**src/rtl/wr_disp_pkg.sv**
```systemverilog
`default_nettype none
// ============================================================================
// Module      : wr_disp_pkg
// Description : Shared definitions for the AXI write-beat dispatcher:
//               region encodings, dispatcher state type and the default
//               FIFO backpressure timeout.
// Revision    : 1.0 - initial release
// ============================================================================
package wr_disp_pkg;

    // Target region carried with every write beat
    localparam logic [1:0] REG_FIFO = 2'd0;
    localparam logic [1:0] REG_IRAM = 2'd1;
    localparam logic [1:0] REG_WRAM = 2'd2;
    localparam logic [1:0] REG_RSVD = 2'd3;

    // Dispatcher sequencing states
    typedef enum logic [1:0] {
        S_IDLE      = 2'd0,
        S_RAM_WR    = 2'd1,
        S_FIFO_WAIT = 2'd2,
        S_RESP      = 2'd3
    } disp_state_t;

    // Default number of cycles to tolerate fifo_full before erroring
    localparam int FIFO_TO_DEF = 16;

endpackage
`default_nettype wire

```
**src/rtl/wr_ram_dispatch_if.sv**
```systemverilog
`default_nettype none
// ============================================================================
// Module      : wr_ram_dispatch_if
// Description : Bundle of every signal around the write-beat dispatcher:
//               upstream beat inputs, IRAM/WRAM BRAM ports, input FIFO port,
//               completion/error pulses and the completed-beat counter.
//               slave  : dispatcher view
//               master : environment view (upstream, BRAMs, FIFO)
// Revision    : 1.0 - initial release
// ============================================================================
interface wr_ram_dispatch_if #(
    parameter int DATA_W = 32,
    parameter int ADDR_W = 11,
    parameter int RAM_AW = 9
);
    // Upstream write beat
    logic                  axi_wr_vld;
    logic [ADDR_W-1:0]     axi_wr_addr;
    logic [DATA_W-1:0]     axi_wr_data;
    logic [DATA_W/8-1:0]   axi_wr_strb;
    logic [1:0]            axi_wr_region;
    // IRAM BRAM port
    logic                  iram_en;
    logic [DATA_W/8-1:0]   iram_we;
    logic [RAM_AW-1:0]     iram_addr;
    logic [DATA_W-1:0]     iram_din;
    // WRAM BRAM port
    logic                  wram_en;
    logic [DATA_W/8-1:0]   wram_we;
    logic [RAM_AW-1:0]     wram_addr;
    logic [DATA_W-1:0]     wram_din;
    // Input FIFO port
    logic                  fifo_push;
    logic [DATA_W-1:0]     fifo_din;
    logic                  fifo_full;
    // Completion / status
    logic                  iram_wr_done;
    logic                  wram_wr_done;
    logic                  fifo_wr_done;
    logic                  fifo_err;
    logic [15:0]           beat_cnt;

    modport slave (
        input  axi_wr_vld, axi_wr_addr, axi_wr_data, axi_wr_strb, axi_wr_region,
        input  fifo_full,
        output iram_en, iram_we, iram_addr, iram_din,
        output wram_en, wram_we, wram_addr, wram_din,
        output fifo_push, fifo_din,
        output iram_wr_done, wram_wr_done, fifo_wr_done, fifo_err, beat_cnt
    );

    modport master (
        output axi_wr_vld, axi_wr_addr, axi_wr_data, axi_wr_strb, axi_wr_region,
        output fifo_full,
        input  iram_en, iram_we, iram_addr, iram_din,
        input  wram_en, wram_we, wram_addr, wram_din,
        input  fifo_push, fifo_din,
        input  iram_wr_done, wram_wr_done, fifo_wr_done, fifo_err, beat_cnt
    );

endinterface
`default_nettype wire

```
**src/rtl/wr_disp_bram_if.sv**
```systemverilog
`default_nettype none
// ============================================================================
// Module      : wr_disp_bram_if
// Description : Registered driver for one BRAM write port. When i_load is
//               high the write is placed on the port for exactly the next
//               cycle; otherwise the port is held at all-zero.
// Ports       : clk, rst           - clock, synchronous active-high reset
//               i_load             - present a write next cycle
//               i_we/i_addr/i_din  - byte enables, word address, data
//               o_en/o_we/o_addr/o_din - registered BRAM port
// Revision    : 1.0 - initial release
// ============================================================================
module wr_disp_bram_if #(
    parameter int DATA_W = 32,
    parameter int RAM_AW = 9
) (
    input  wire logic                  clk,
    input  wire logic                  rst,
    input  wire logic                  i_load,
    input  wire logic [DATA_W/8-1:0]   i_we,
    input  wire logic [RAM_AW-1:0]     i_addr,
    input  wire logic [DATA_W-1:0]     i_din,
    output logic                       o_en,
    output logic      [DATA_W/8-1:0]   o_we,
    output logic      [RAM_AW-1:0]     o_addr,
    output logic      [DATA_W-1:0]     o_din
);

    always_ff @(posedge clk) begin
        if (rst || !i_load) begin
            o_en   <= 1'b0;
            o_we   <= '0;
            o_addr <= '0;
            o_din  <= '0;
        end else begin
            // en stays high even with a zero strobe so the beat still retires
            o_en   <= 1'b1;
            o_we   <= i_we;
            o_addr <= i_addr;
            o_din  <= i_din;
        end
    end

endmodule
`default_nettype wire

```
**src/rtl/wr_ram_dispatch.sv**
```systemverilog
`default_nettype none
// ============================================================================
// Module      : wr_ram_dispatch
// Description : Takes one upstream write beat at a time, decodes its region
//               and issues a single write to the IRAM port, the WRAM port or
//               the input FIFO, then returns a one-cycle done or error pulse.
//               Waiting on a full FIFO is bounded by FIFO_TO cycles.
// Ports       : clk, rst - clock, synchronous active-high reset
//               bus      - wr_ram_dispatch_if.slave (beat in, BRAM/FIFO out,
//                          done/error pulses, beat_cnt)
// Revision    : 1.0 - initial release
// ============================================================================
module wr_ram_dispatch
    import wr_disp_pkg::*;
#(
    parameter int DATA_W  = 32,
    parameter int ADDR_W  = 11,
    parameter int RAM_AW  = 9,
    parameter int FIFO_TO = FIFO_TO_DEF
) (
    input  wire logic         clk,
    input  wire logic         rst,
    wr_ram_dispatch_if.slave  bus
);

    localparam int STRB_W = DATA_W / 8;
    localparam int CNT_W  = $clog2(FIFO_TO + 1);

    disp_state_t            r_state;
    disp_state_t            w_next;

    // Captured beat
    logic [RAM_AW-1:0]      r_waddr;
    logic [DATA_W-1:0]      r_data;
    logic [STRB_W-1:0]      r_strb;
    logic [1:0]             r_region;
    logic                   r_err;
    logic [CNT_W-1:0]       r_wait_cnt;

    // Registered outputs not owned by the BRAM drivers
    logic                   r_fifo_push;
    logic [DATA_W-1:0]      r_fifo_din;
    logic                   r_iram_done;
    logic                   r_wram_done;
    logic                   r_fifo_done;
    logic                   r_fifo_err;
    logic [15:0]            r_beat_cnt;

    logic w_capture, w_set_err, w_wait_inc;
    logic w_iram_ld, w_wram_ld, w_push;
    logic w_iram_done, w_wram_done, w_fifo_done, w_err_pulse;

    // Byte-lane bits of the address carry no information for word ports
    logic w_unused;
    assign w_unused = &{1'b0, bus.axi_wr_addr[1:0]};

    always_comb begin
        w_next      = r_state;
        w_capture   = 1'b0;
        w_set_err   = 1'b0;
        w_wait_inc  = 1'b0;
        w_iram_ld   = 1'b0;
        w_wram_ld   = 1'b0;
        w_push      = 1'b0;
        w_iram_done = 1'b0;
        w_wram_done = 1'b0;
        w_fifo_done = 1'b0;
        w_err_pulse = 1'b0;
        case (r_state)
            S_IDLE: begin
                if (bus.axi_wr_vld) begin
                    w_capture = 1'b1;
                    case (bus.axi_wr_region)
                        REG_IRAM, REG_WRAM: w_next = S_RAM_WR;
                        REG_FIFO:           w_next = S_FIFO_WAIT;
                        default: begin
                            w_next    = S_RESP;
                            w_set_err = 1'b1;
                        end
                    endcase
                end
            end
            S_RAM_WR: begin
                w_iram_ld = (r_region == REG_IRAM);
                w_wram_ld = (r_region == REG_WRAM);
                w_next    = S_RESP;
            end
            S_FIFO_WAIT: begin
                // A free slot wins over an expiring timeout in the same cycle
                if (!bus.fifo_full) begin
                    w_push = 1'b1;
                    w_next = S_RESP;
                end else if (r_wait_cnt == CNT_W'(FIFO_TO - 1)) begin
                    w_set_err = 1'b1;
                    w_next    = S_RESP;
                end else begin
                    w_wait_inc = 1'b1;
                end
            end
            S_RESP: begin
                w_err_pulse = r_err;
                w_iram_done = !r_err && (r_region == REG_IRAM);
                w_wram_done = !r_err && (r_region == REG_WRAM);
                w_fifo_done = !r_err && (r_region == REG_FIFO);
                w_next      = S_IDLE;
            end
            default: w_next = S_IDLE;
        endcase
    end

    always_ff @(posedge clk) begin
        if (rst) r_state <= S_IDLE;
        else     r_state <= w_next;
    end

    always_ff @(posedge clk) begin
        if (rst) begin
            r_waddr    <= '0;
            r_data     <= '0;
            r_strb     <= '0;
            r_region   <= '0;
            r_err      <= 1'b0;
            r_wait_cnt <= '0;
        end else begin
            if (w_capture) begin
                r_waddr  <= bus.axi_wr_addr[ADDR_W-1:2];
                r_data   <= bus.axi_wr_data;
                r_strb   <= bus.axi_wr_strb;
                r_region <= bus.axi_wr_region;
            end
            if (w_capture)      r_err <= w_set_err;
            else if (w_set_err) r_err <= 1'b1;
            if (w_capture)       r_wait_cnt <= '0;
            else if (w_wait_inc) r_wait_cnt <= r_wait_cnt + 1'b1;
        end
    end

    always_ff @(posedge clk) begin
        if (rst) begin
            r_fifo_push <= 1'b0;
            r_fifo_din  <= '0;
            r_iram_done <= 1'b0;
            r_wram_done <= 1'b0;
            r_fifo_done <= 1'b0;
            r_fifo_err  <= 1'b0;
            r_beat_cnt  <= '0;
        end else begin
            r_fifo_push <= w_push;
            r_fifo_din  <= w_push ? r_data : '0;
            r_iram_done <= w_iram_done;
            r_wram_done <= w_wram_done;
            r_fifo_done <= w_fifo_done;
            r_fifo_err  <= w_err_pulse;
            if ((w_iram_done || w_wram_done || w_fifo_done) && (r_beat_cnt != 16'hFFFF))
                r_beat_cnt <= r_beat_cnt + 16'd1;
        end
    end

    wr_disp_bram_if #(.DATA_W(DATA_W), .RAM_AW(RAM_AW)) u_iram (
        .clk    (clk),
        .rst    (rst),
        .i_load (w_iram_ld),
        .i_we   (r_strb),
        .i_addr (r_waddr),
        .i_din  (r_data),
        .o_en   (bus.iram_en),
        .o_we   (bus.iram_we),
        .o_addr (bus.iram_addr),
        .o_din  (bus.iram_din)
    );

    wr_disp_bram_if #(.DATA_W(DATA_W), .RAM_AW(RAM_AW)) u_wram (
        .clk    (clk),
        .rst    (rst),
        .i_load (w_wram_ld),
        .i_we   (r_strb),
        .i_addr (r_waddr),
        .i_din  (r_data),
        .o_en   (bus.wram_en),
        .o_we   (bus.wram_we),
        .o_addr (bus.wram_addr),
        .o_din  (bus.wram_din)
    );

    assign bus.fifo_push    = r_fifo_push;
    assign bus.fifo_din     = r_fifo_din;
    assign bus.iram_wr_done = r_iram_done;
    assign bus.wram_wr_done = r_wram_done;
    assign bus.fifo_wr_done = r_fifo_done;
    assign bus.fifo_err     = r_fifo_err;
    assign bus.beat_cnt     = r_beat_cnt;

endmodule
`default_nettype wire

```
**src/flat_wrapper.sv**
```systemverilog
// flat-port wrapper written by rule: the top's interface ports become plain ports
module wr_ram_dispatch_flat import wr_disp_pkg::*;
#(
    parameter int DATA_W  = 32,
    parameter int ADDR_W  = 11,
    parameter int RAM_AW  = 9,
    parameter int FIFO_TO = FIFO_TO_DEF
)
  (clk, rst, bus_axi_wr_vld, bus_axi_wr_addr, bus_axi_wr_data, bus_axi_wr_strb, bus_axi_wr_region, bus_fifo_full, bus_iram_en, bus_iram_we, bus_iram_addr, bus_iram_din, bus_wram_en, bus_wram_we, bus_wram_addr, bus_wram_din, bus_fifo_push, bus_fifo_din, bus_iram_wr_done, bus_wram_wr_done, bus_fifo_wr_done, bus_fifo_err, bus_beat_cnt);
  wr_ram_dispatch_if #(.DATA_W(DATA_W), .ADDR_W(ADDR_W), .RAM_AW(RAM_AW)) bus_i ();
  input  wire logic clk;
  input  wire logic rst;
  input wire logic [$bits(bus_i.axi_wr_vld)-1:0] bus_axi_wr_vld;
  input wire logic [$bits(bus_i.axi_wr_addr)-1:0] bus_axi_wr_addr;
  input wire logic [$bits(bus_i.axi_wr_data)-1:0] bus_axi_wr_data;
  input wire logic [$bits(bus_i.axi_wr_strb)-1:0] bus_axi_wr_strb;
  input wire logic [$bits(bus_i.axi_wr_region)-1:0] bus_axi_wr_region;
  input wire logic [$bits(bus_i.fifo_full)-1:0] bus_fifo_full;
  output wire logic [$bits(bus_i.iram_en)-1:0] bus_iram_en;
  output wire logic [$bits(bus_i.iram_we)-1:0] bus_iram_we;
  output wire logic [$bits(bus_i.iram_addr)-1:0] bus_iram_addr;
  output wire logic [$bits(bus_i.iram_din)-1:0] bus_iram_din;
  output wire logic [$bits(bus_i.wram_en)-1:0] bus_wram_en;
  output wire logic [$bits(bus_i.wram_we)-1:0] bus_wram_we;
  output wire logic [$bits(bus_i.wram_addr)-1:0] bus_wram_addr;
  output wire logic [$bits(bus_i.wram_din)-1:0] bus_wram_din;
  output wire logic [$bits(bus_i.fifo_push)-1:0] bus_fifo_push;
  output wire logic [$bits(bus_i.fifo_din)-1:0] bus_fifo_din;
  output wire logic [$bits(bus_i.iram_wr_done)-1:0] bus_iram_wr_done;
  output wire logic [$bits(bus_i.wram_wr_done)-1:0] bus_wram_wr_done;
  output wire logic [$bits(bus_i.fifo_wr_done)-1:0] bus_fifo_wr_done;
  output wire logic [$bits(bus_i.fifo_err)-1:0] bus_fifo_err;
  output wire logic [$bits(bus_i.beat_cnt)-1:0] bus_beat_cnt;
  assign bus_i.axi_wr_vld = bus_axi_wr_vld;
  assign bus_i.axi_wr_addr = bus_axi_wr_addr;
  assign bus_i.axi_wr_data = bus_axi_wr_data;
  assign bus_i.axi_wr_strb = bus_axi_wr_strb;
  assign bus_i.axi_wr_region = bus_axi_wr_region;
  assign bus_i.fifo_full = bus_fifo_full;
  assign bus_iram_en = bus_i.iram_en;
  assign bus_iram_we = bus_i.iram_we;
  assign bus_iram_addr = bus_i.iram_addr;
  assign bus_iram_din = bus_i.iram_din;
  assign bus_wram_en = bus_i.wram_en;
  assign bus_wram_we = bus_i.wram_we;
  assign bus_wram_addr = bus_i.wram_addr;
  assign bus_wram_din = bus_i.wram_din;
  assign bus_fifo_push = bus_i.fifo_push;
  assign bus_fifo_din = bus_i.fifo_din;
  assign bus_iram_wr_done = bus_i.iram_wr_done;
  assign bus_wram_wr_done = bus_i.wram_wr_done;
  assign bus_fifo_wr_done = bus_i.fifo_wr_done;
  assign bus_fifo_err = bus_i.fifo_err;
  assign bus_beat_cnt = bus_i.beat_cnt;
  wr_ram_dispatch #(.DATA_W(DATA_W), .ADDR_W(ADDR_W), .RAM_AW(RAM_AW), .FIFO_TO(FIFO_TO)) u_core (.clk(clk), .rst(rst), .bus(bus_i));
endmodule
```
**config.mk**
```make
export PLATFORM = sky130hd
export DESIGN_NAME = wr_ram_dispatch_flat
export DESIGN_NICKNAME = d
export VERILOG_FILES = /design/src/rtl/wr_disp_pkg.sv /design/src/rtl/wr_ram_dispatch_if.sv /design/src/rtl/wr_disp_bram_if.sv /design/src/rtl/wr_ram_dispatch.sv /design/src/flat_wrapper.sv
export SDC_FILE = /design/constraint.sdc
export NUM_CORES = 1
export LEC_CHECK = 0
export ABC_AREA = 0
export BUFFER_PORTS_ARGS = -buffer_cell sky130_fd_sc_hd__buf_2
export CORE_ASPECT_RATIO = 0.7
export CORE_MARGIN = 2
export CORE_UTILIZATION = 44
export DETAILED_ROUTE_END_ITERATION = 6
export GPL_TIMING_DRIVEN = 0
export PLACE_DENSITY = 0.67
export SYNTH_ARGS = -nofsm -noshare
export SYNTH_HDL_FRONTEND = slang
export SYNTH_HIERARCHICAL = 1
export SYNTH_SLANG_ARGS = --single-unit
```
**constraint.sdc**
```tcl
create_clock -name clk -period 4.9 [get_ports clk]
set_input_delay 0.49 -clock clk [delete_from_list [all_inputs] [get_ports clk]]
set_output_delay 0.49 -clock clk [all_outputs]
set_load 0.01 [all_outputs]
```
==> impl_metrics.toml, run 1 <==
[outcome]
status = "finished, final reports clean"

[setup_path]
cp_data_required_time_ns = 5.25
crit_fanout = 10
path_class = "register to register"
crit_family = "buffers and inverters"
cp.arrival_ns = 2.47
crit_slowest_cell = "buf_1"
critPathBufInv = 3
critical-path-max-stage-delay_ns = 0.46
critical_path.cell_chain = "inv_1 -> ha_1 -> nand2_1 -> clkbuf_1 -> buf_1 -> nand2_1 -> a21oi_1"
cp-start-kind = "register"
crit_top_cell = "nand2_1"
cp-end-kind = "register"

[power_and_ir_drop]
p_int_mw = 2.70
p_sw_mw = 0.960
pwr-share-clk_pct = 39.7
leakage_nw = 4.22
p_comb_share_pct = 11.5
p_seq_share_pct = 48.8
powerDensity_nw_per_um2 = 427
ir_drop_mv = 0.206
power_mw = 3.66
switching_share_pct = 26.2

[grt]
grt_overflow = 0
grt_pass1_vias = 5177
grt_use_total_pct = 20.9
antenna_found_initial = 0
grt_max_degree = 22
grt_pass1_wl_mm = 26.6

[yosys]
syn_area_um2 = 6730
syn_inst = 634
synth_edf_count = 0
synthArstFlopShare_pct = 0
synth_seq_cells = 200
syn-num-nets = 696
synth_top_family_by_area = "simple AND/OR/NAND/NOR gates"
synth.area.mux_share_pct = 0.149
ys.flop_type = "dfxtp_1"
synth_adder_area_share_pct = 1.67
synth_xor_xnor_area_share_pct = 0.390
yosys.area_share.simple_pct = 27.9
synth_cell_types = 47
ys_seq_area_share_pct = 59.5
synth_compound_area_share_pct = 7.30
yosysWarnings = 6
synth_area_per_cell_um2 = 10.6

[sta]
worst_pin_slew_ns = 0.820
rsz0062_at_grt = "false"
period_share_pct = 43.4
fmax_ghz = 0.471
layout_setup_ws_ns = 2.78
finalCriticalPeriod_ns = 2.12
max_slew_margin_pct = 45.2
setup_viol = 0
fin_skew_ns = 0.00810
setup_tns_ns = 0
report.final.slew_viol_count = 0
hold_viol = 0

[cells_and_area]
layout_commonest_cell = "buf_2"
area_delta_synth_final_pct = 27.4
fin_util_pct = 57.9
drive_above_1_share_pct = 36.6
layout.cells.most_common_list = "203 x buf_2, 200 x dfxtp_1, 110 x nand2_1, 66 x and3b_2, 61 x a21oi_1"
multi_input_comb_area_um2 = 2520
fin_cells = 1057
area.sequential_um2 = 4000
fillers = 1290
fin_nets = 910

[cts]
clkLatencyLatePin_ns = 0.42
cts_hold_buf = 0
cts_max_level = 4
cts_root_buffer = "clkbuf_16"
cts_setup_buffers = 0
cts_tree = "yes"
clockBufferDepth = 2
cts_sinks = 200
cts.repair.resized = 0
path_clk_slew_ns = 0.07
cts_buffers = 17

[place]
post-place-cells = 1024
gp_congestion = 0.804
pre_cts_ws_ns = 2.35
dp_hpwl_mm = 12.3
portBuffers = 195

[route]
wl_met1_mm = 7.92
wl_per_cell_um = 15.9
drt_wl_total_mm = 16.8
drtPass1Iterations = 4
met3_wirelength_um = 989
drcViolationCount = 0
via_per_inst = 4.96
wl_met2_mm = 7.62
top_layer_used = "met4"
vias = 5247
ant_nets = 0
dr.first_iter.drc_count = 227

[floorplanning]
die_h_um = 108
die_w_um = 152
fp.coreArea_um2 = 14800
ios = 198
start_util_pct = 45.5
rows = 37
dieArea_um2 = 16300

[job]
maxCapViolations = 0

[hold_path]
hp-class = "input pin to register"
[cells by family after synthesis]
family | count (synthesis)
adders and majority gates | 9
xor gates and xnor gates | 3
DFF | 200
and+or+nand+nor | 287
AOI/OAI and AO/OA | 86
buffers and inverters | 48
muxes | 1
[metal layers]
layer	vias up	GRT usage, %
met1	2465	27.2
met5	-	0
met4	0	7.21
met2	165	33.8
li1	2595	-
met3	22	5.52
[power groups by stage]
stage          registers (mW)  clock network (mW)  logic, mW
2_1_floorplan            1.80                   0      0.279
4_1_cts                  1.79                1.48      0.425
3_3_place_gp             1.82                   0      0.405
6_report                 1.79                1.45      0.421
5_1_grt                  1.80                1.55      0.480
3_5_place_dp             1.82                   0      0.422
[through the flow]
stage / instance area [µm²] / hold WS, ns
after global placement: 7950 / 0.448
final: 8580 / 0.301
after global routing: 8570 / 0.282
after CTS: 8570 / 0.282
after floorplan: 6730 / 0.440
after detailed placement: 7950 / 0.456
[cell type report]
cell class              instances  area share, %
diodes                          1         0.0292
clock buffers                  21           5.37
well taps                     195           2.84
repair buffers                195           11.4
plain buffers                  40           2.07
multi-input cells             386           29.4
inverters                       8          0.350
flip-flops and latches        200           46.7
clock inverters                11           1.87
[cell usage after synthesis (all sizes together) (7+ instances only)]
cell type	n	area (µm²)
buf	11	58.8
ha	9	113
o31ai	7	52.6
and3b	92	888
clkbuf	29	119
dfxtp	200	4000
a21oi	61	305
nand2	110	413
inv	8	30.0
or4	7	52.6
and2	34	213
nand4	9	77.6
[state kept, by name, summed over array words and instances (netlist names)]
name and count:
u_core/u_wram/o_addr 9, u_core/bus.iram_wr_done 1, u_core/bus.fifo_err 1, u_core/u_wram/o_en 1, u_core/r_err 1, u_core/bus.fifo_wr_done 1
u_core/r_data 32, u_core/u_iram/o_din 32, u_core/r_wait_cnt 5, u_core/r_state 2, u_core/u_wram/o_we 4, u_core/u_iram/o_addr 9
u_core/u_iram/o_we 4, u_core/bus.fifo_push 1, u_core/bus.beat_cnt 16, u_core/r_strb 4, u_core/r_region 2, u_core/u_wram/o_din 32
u_core/r_waddr 9, u_core/bus.wram_wr_done 1, u_core/u_iram/o_en 1, u_core/bus.fifo_din 32
[worst paths after layout]
| path | cells after the start | slack (ns) | endpoint | from |
|---|---|---|---|---|
| setup / recovery | 7 | 2.78 | u_core/r_waddr[5] | u_core/r_state[0] |
| hold / removal | 3 | 0.30 | u_core/r_waddr[7] | bus_axi_wr_addr[9] |
| setup reg to reg | 7 | 2.78 | u_core/r_waddr[5] | u_core/r_state[0] |
| hold reg to reg | 2 | 0.46 | u_core/r_waddr[8] | u_core/r_waddr[8] |
[worst register-to-register path, stage by stage (launching register included)]
cell,delay (ns)
dfxtp_1,0.40
inv_1,0.08
ha_1,0.27
nand2_1,0.15
clkbuf_1,0.41
buf_1,0.46
nand2_1,0.11
a21oi_1,0.17
Note: power is estimated with default switching activity, not from simulation.
==> run 2, diff against run 1 <==
--- a/config.mk
+++ b/config.mk
@@ -5,14 +5,14 @@
 export SDC_FILE = /design/constraint.sdc
 export NUM_CORES = 1
 export LEC_CHECK = 0
-export ABC_AREA = 0
+export ABC_AREA = 1
 export BUFFER_PORTS_ARGS = -buffer_cell sky130_fd_sc_hd__buf_2
 export CORE_ASPECT_RATIO = 0.7
 export CORE_MARGIN = 2
 export CORE_UTILIZATION = 44
 export DETAILED_ROUTE_END_ITERATION = 6
 export GPL_TIMING_DRIVEN = 0
-export PLACE_DENSITY = 0.67
+export PLACE_DENSITY = 0.66
 export SYNTH_ARGS = -nofsm -noshare
 export SYNTH_HDL_FRONTEND = slang
 export SYNTH_HIERARCHICAL = 1
==> constraint.sdc (replaced) <==
create_clock -name clk -period 2 [get_ports clk]
set_input_delay 0.2 -clock clk [delete_from_list [all_inputs] [get_ports clk]]
set_output_delay 0.2 -clock clk [all_outputs]
set_load 0.01 [all_outputs]
==> run 2 against run 1 <==
Against the previous run:
- global-route usage down 1.6 points
- fmax increased by 17%
- non-clock buffer count shrank 11
- combinational power rose to 3.8 times the previous value
- die area is 2.5% higher
- sequential share of layout area down 0.95 points
- first-iteration DRC count rose by 22%
- final cell count grew 15%
- design area grew 2.1%
- critical path type unchanged
- highest routed layer is now met5
==> impl_metrics.toml, run 2 <==
[outcome]
status = "finished, final reports clean"

[setup_path]
rr_startpoint = "u_core/r_state[0]"
crit_family = "buffers and inverters"
critPathBufInv = 3
reg2reg_to = "u_core/r_data[27]"
rr_worst_depth = 6
cp.depth = 6
cp_data_required_time_ns = 2.30
cp-end-kind = "register"
cp-start-kind = "register"
r2r_setup_slack_ns = 0.19
crit_fanout = 10
crit_slowest_cell = "dfxtp_1"
critical-path-max-stage-delay_ns = 0.39
critical_path.cell_chain = "inv_1 -> ha_1 -> nand2_2 -> clkbuf_1 -> buf_2 -> a21oi_1"
path_class = "register to register"
cp.arrival_ns = 2.11

[yosys]
synth_top_area_cell = "dfxtp_1"
yosys.area.top_type_share_pct = 58.0
synth_edf_count = 0
ys.flop_type = "dfxtp_1"
ys_top_cells_by_count = "200 x dfxtp_1, 153 x inv_1, 110 x nor2_1"
synth_area_per_cell_um2 = 8.78
ys_seq_area_share_pct = 58.0
yosysWarnings = 6
syn_inst = 787
syn_area_um2 = 6910
syn-num-nets = 849
synthArstFlopShare_pct = 0
synth_cell_types = 28
synth.most_common_cell = "dfxtp_1"
synth_seq_cells = 200
synth_area_leaders = "dfxtp_1 58%, inv_1 8.3%, nor2_2 6.7%"

[route]
wl_per_cell_um = 13.0
drcViolationCount = 0
via_per_inst = 4.34
vias = 5271
drtPass1Iterations = 4
ant_nets = 0
dr.first_iter.drc_count = 278
drt_wl_total_mm = 15.8

[cells_and_area]
area_delta_synth_final_pct = 26.8
postLayoutCellArea_um2 = 8760
layout_commonest_cell = "buf_2"
drive_above_1_share_pct = 33.7
n_antenna_cell = 0
layout.cells.most_common_list = "201 x buf_2, 200 x dfxtp_1, 153 x inv_1, 109 x nor2_1, 75 x nor2_2"
fin_nets = 1064

[sta]
max_slew_margin_pct = 57.4
finalCriticalPeriod_ns = 1.81
setup_viol = 0
rsz0062_at_grt = "false"
worst_pin_slew_ns = 0.640
fmax_ghz = 0.552
period_share_pct = 90.6
fin_skew_ns = 0.0102
hold_viol = 0
report.final.slew_viol_count = 0
hold_ws_ns = 0.0292
setup_tns_ns = 0

[place]
dp_hpwl_mm = 11.6
placed_area_um2 = 8130
gp_congestion = 0.842
portBuffers = 195

[cts]
cts_sinks = 200
cts_root_buffer = "clkbuf_16"
cts_tree = "yes"
clockBufferDepth = 2
clkLatencyLatePin_ns = 0.43
cts_buffers = 17
cts_max_level = 4
path_clk_slew_ns = 0.08

[grt]
antenna_found_initial = 2
grt_pass1_wl_mm = 25.0
grt_use_total_pct = 19.3
grt_pass1_vias = 4820
grt_overflow = 0
grt_max_degree = 21

[floorplanning]
die_w_um = 154
ios = 198
fp.coreArea_um2 = 15400
start_util_pct = 44.8
die_h_um = 109
rows = 38
dieArea_um2 = 16700

[power_and_ir_drop]
powerDensity_nw_per_um2 = 1100
ir_drop_mv = 0.536
leakage_nw = 3.99

[hold_path]
hp-class = "input pin to register"
holdCritStartpoint = "bus_axi_wr_addr[8]"
min_delay_path_depth = 3
holdPathEnd = "u_core/r_waddr[6]"

[job]
maxCapViolations = 0
-- run 2: cell types whose count changed in the layout (fill, tap and decap cells not counted), moves of 10 or more --
| cell | before | now |
|---|---|---|
| nor2_2 | 0 | 75 |
| o21ai_0 | 5 | 52 |
| nor2_4 | 0 | 12 |
| and3b_1 | 26 | 0 |
| inv_1 | 8 | 153 |
| and2_1 | 34 | 0 |
| a21oi_1 | 61 | 50 |
| and3b_2 | 66 | 0 |
| nor2_1 | 4 | 109 |
| nand2_1 | 110 | 53 |
| nand3_1 | 5 | 15 |
-- run 2: tightest hold or removal path: stages --
cell and delay, ns:
buf_2 0.07, o21ai_0 0.07, nor2_1 0.08
-- run 2: metrics by stage --
stage               std cells  setup slack (ns)  power (mW)  utilization, %
floorplan                 787             0.515        5.75               -
global placement         1182             0.197        6.21            52.8
detailed placement       1182             0.154        6.24            52.8
CTS                      1215             0.144        9.71            56.8
global route             1215            0.0215        10.2            56.8
finish                   1215             0.188        9.61            56.8
-- run 2: timing repair --
item                                    4_1_cts  5_1_grt
buffers inserted                              0        0
endpoints found under the setup margin        0       13
hold buffers                                  1        0
endpoints found under the hold margin         1        0
resized for setup                             0        2
-- run 2: layout make-up --
| class | instances | area (µm²) |
|---|---|---|
| Buffer | 28 | 210 |
| Clock buffer | 18 | 429 |
| Clock inverter | 14 | 176 |
| Fill cell | 1458 | 6650 |
| Inverter | 156 | 589 |
| Multi-Input combinational cell | 403 | 2110 |
| Sequential cell | 200 | 4000 |
| Tap cell | 200 | 250 |
| Timing Repair Buffer | 196 | 986 |
-- run 2: power breakdown --
group / switching (mW) / internal, mW / total [mW]
clock: 1.65 / 1.81 / 3.46
combinational: 1.08 / 0.497 / 1.58
sequential: 0.243 / 4.34 / 4.58
-- run 2: cells by family after synthesis --
logic type      after synthesis  share of synthesized area (%)
compound gates              108                           7.93
buf+inv                     184                           11.5
fa+ha+maj                     9                           1.63
simple gates                283                           20.6
xor+xnor                      3                          0.380
flops                       200                           58.0
-- run 2: layer usage --
metal	up-vias	global-route usage, %	share of wire [%]
li1	2783	-	-
met1	2321	27.4	51
met2	147	28.5	42
met3	16	6.12	7.0
met4	4	5.11	0.77
met5	-	0	0.17
-- run 2: worst max path at each step --
stage                                    start                   end  slack, ns
after floorplan           u_core/r_wait_cnt[0]  u_core/r_wait_cnt[0]       0.52
after global placement       u_core/r_state[0]     u_core/r_waddr[7]       0.20
after detailed placement     u_core/r_state[0]     u_core/r_waddr[2]       0.15
after CTS                    u_core/r_state[0]     u_core/r_waddr[4]       0.14
after global routing         u_core/r_state[0]     u_core/r_waddr[7]       0.02
final                        u_core/r_state[0]     u_core/r_data[27]       0.19
==> run 3, diff against run 2 <==
--- a/config.mk
+++ b/config.mk
@@ -10,6 +10,7 @@
 export CORE_ASPECT_RATIO = 0.7
 export CORE_MARGIN = 2
 export CORE_UTILIZATION = 44
+export CTS_BUF_LIST = sky130_fd_sc_hd__clkbuf_2 sky130_fd_sc_hd__clkbuf_4 sky130_fd_sc_hd__clkbuf_8
 export DETAILED_ROUTE_END_ITERATION = 6
 export GPL_TIMING_DRIVEN = 0
 export PLACE_DENSITY = 0.66
==> run 3 against run 2 <==
Against the previous run:
- global-route usage is 0.17 points higher
- clock skew is 0.011 ns higher
- fmax is 0.16% lower
- flip-flop and latch count stayed put
- critical endpoint unchanged
- final cell count is 1.9% higher
==> impl_metrics.toml, run 3 (synthesis results as in run 2) <==
[cts]
clockBufferDepth = 2
cts_tree = "yes"
cts_sinks = 200
cts_max_level = 4
cts_buffers = 17
cts_root_buffer = "clkbuf_8"
path_clk_slew_ns = 0.11
clkLatencyLatePin_ns = 0.46

[sta]
setup_viol = 0
period_share_pct = 90.7
setup_tns_ns = 0
fin_skew_ns = 0.0214
worst_pin_slew_ns = 0.633
finalCriticalPeriod_ns = 1.81
rsz0062_at_grt = "false"
fmax_ghz = 0.551
max_slew_margin_pct = 57.8
hold_viol = 0
report.final.slew_viol_count = 0

[cells_and_area]
layout.cells.most_common_list = "201 x buf_2, 200 x dfxtp_1, 153 x inv_1, 109 x nor2_1, 75 x nor2_2"
fin_cells = 1238
area_delta_synth_final_pct = 27.4
n_antenna_cell = 0
drive_above_1_share_pct = 33.0
fin_nets = 1087
layout_commonest_cell = "buf_2"

[route]
drcViolationCount = 0
dr.first_iter.drc_count = 246
ant_nets = 0
drtPass1Iterations = 4
via_per_inst = 4.30
drt_wl_total_mm = 15.9
wl_per_cell_um = 12.9
vias = 5326

[job]
maxCapViolations = 0

[grt]
grt_overflow = 0
grt_pass1_wl_mm = 25.3
grt_use_total_pct = 19.5
antenna_found_initial = 2
grt_pass1_vias = 4936
grt_max_degree = 21

[power_and_ir_drop]
p_seq_share_pct = 52.0
powerDensity_nw_per_um2 = 1000
ir_drop_mv = 0.496
leakage_nw = 4.00
pwr-share-clk_pct = 29.8
p_int_mw = 5.95
p_comb_share_pct = 18.3
switching_share_pct = 32.5
p_sw_mw = 2.86
power_mw = 8.82

[place]
post-place-cells = 1182
portBuffers = 195
dp_hpwl_mm = 11.6
gp_congestion = 0.842

[floorplanning]
rows = 38
die_w_um = 154
dieArea_um2 = 16700
die_h_um = 109
start_util_pct = 44.8
ios = 198
fp.coreArea_um2 = 15400

[setup_path]
path_class = "register to register"
reg2reg_to = "u_core/r_data[27]"
r2r_setup_slack_ns = 0.19
critPathBufInv = 3
crit_fanout = 10
rr_startpoint = "u_core/r_state[1]"
critical_path.cell_chain = "inv_1 -> ha_1 -> nand2_2 -> clkbuf_1 -> buf_2 -> a21oi_1"
rr_worst_depth = 6
cp-end-kind = "register"
crit_family = "buffers and inverters"
critical-path-max-stage-delay_ns = 0.40
cp.arrival_ns = 2.15
crit_slowest_cell = "dfxtp_1"
cp-start-kind = "register"
cp_data_required_time_ns = 2.34

[outcome]
status = "finished, final reports clean"

[hold_path]
holdPathEnd = "u_core/r_data[8]"
hp-class = "input pin to register"
min_delay_path_depth = 3
holdCritStartpoint = "bus_axi_wr_data[8]"
run 3: cell types whose count changed in the layout (fill, tap and decap cells not counted):
| cell | delta |
|---|---|
| dlygate4sd3_1 | +23 |
| clkbuf_16 | -17 |
| clkbuf_4 | +1 |
| clkbuf_8 | +17 |
| clkbuf_1 | -1 |
run 3: metrics by stage:
stage          utilization (%)  instance area, µm²  hold WS, ns  worst slack [ns]
2_1_floorplan                -                6910        0.300             0.515
3_3_place_gp              52.8                8130        0.430             0.197
3_5_place_dp              52.8                8130        0.431             0.154
4_1_cts                   57.1                8790     0.000803             0.157
5_1_grt                   57.1                8800       0.0180            0.0211
6_report                  57.1                8800       0.0281             0.185
run 3: repair_timing:
action	4_1_cts	5_1_grt
hold buffers	24	0
endpoints found under the setup margin	0	13
buffers inserted	0	0
endpoints found under the hold margin	24	0
resized for setup	0	2
run 3: final cells by class:
cell class	instances	area (µm²)
clock buffer	18	241
fill	1454	6610
multi-input combinational	403	2110
tap	200	250
sequential	200	4000
clock inverter	14	176
timing repair buffer	219	1220
inverter	156	589
buffer	28	210
run 3: worst reg2reg max path, delay by kind of cell, from the launching register on:
family          cells  cell delay [ns]
simple gates        1             0.19
flops               1             0.40
compound gates      1             0.12
buf+inv             3             0.78
fa+ha+maj           1             0.21
run 3: per-layer routing:
metal  vias to the layer above  part of all wire, %  wire length [µm]  GRT usage, %
met5                         -                 0.17                27             0
met4                         4                 0.99               157          5.31
met3                        17                  6.9              1100          5.80
met2                       139                   42              6670          29.4
met1                      2346                   50              7990          27.3
li1                       2820                    -                 -             -
run 3: power by group through the flow:
stage | sequential (mW) | clock [mW] | combinational, mW
after floorplan | 4.65 | 0 | 1.10
after global placement | 4.67 | 0 | 1.54
after detailed placement | 4.68 | 0 | 1.57
after CTS | 4.58 | 2.72 | 1.61
after global routing | 4.64 | 2.88 | 1.84
final | 4.58 | 2.62 | 1.61
run 3: worst max-delay path by stage:
stage | start | endpoint | slack, ns | depth (start not counted)
after floorplan | u_core/r_wait_cnt[0] | u_core/r_wait_cnt[0] | 0.52 | 8
after global placement | u_core/r_state[0] | u_core/r_waddr[7] | 0.20 | 7
after detailed placement | u_core/r_state[0] | u_core/r_waddr[2] | 0.15 | 7
after CTS | u_core/r_state[1] | u_core/r_waddr[8] | 0.16 | 7
after global routing | u_core/r_state[1] | u_core/r_waddr[7] | 0.02 | 7
final | u_core/r_state[1] | u_core/r_data[27] | 0.19 | 6
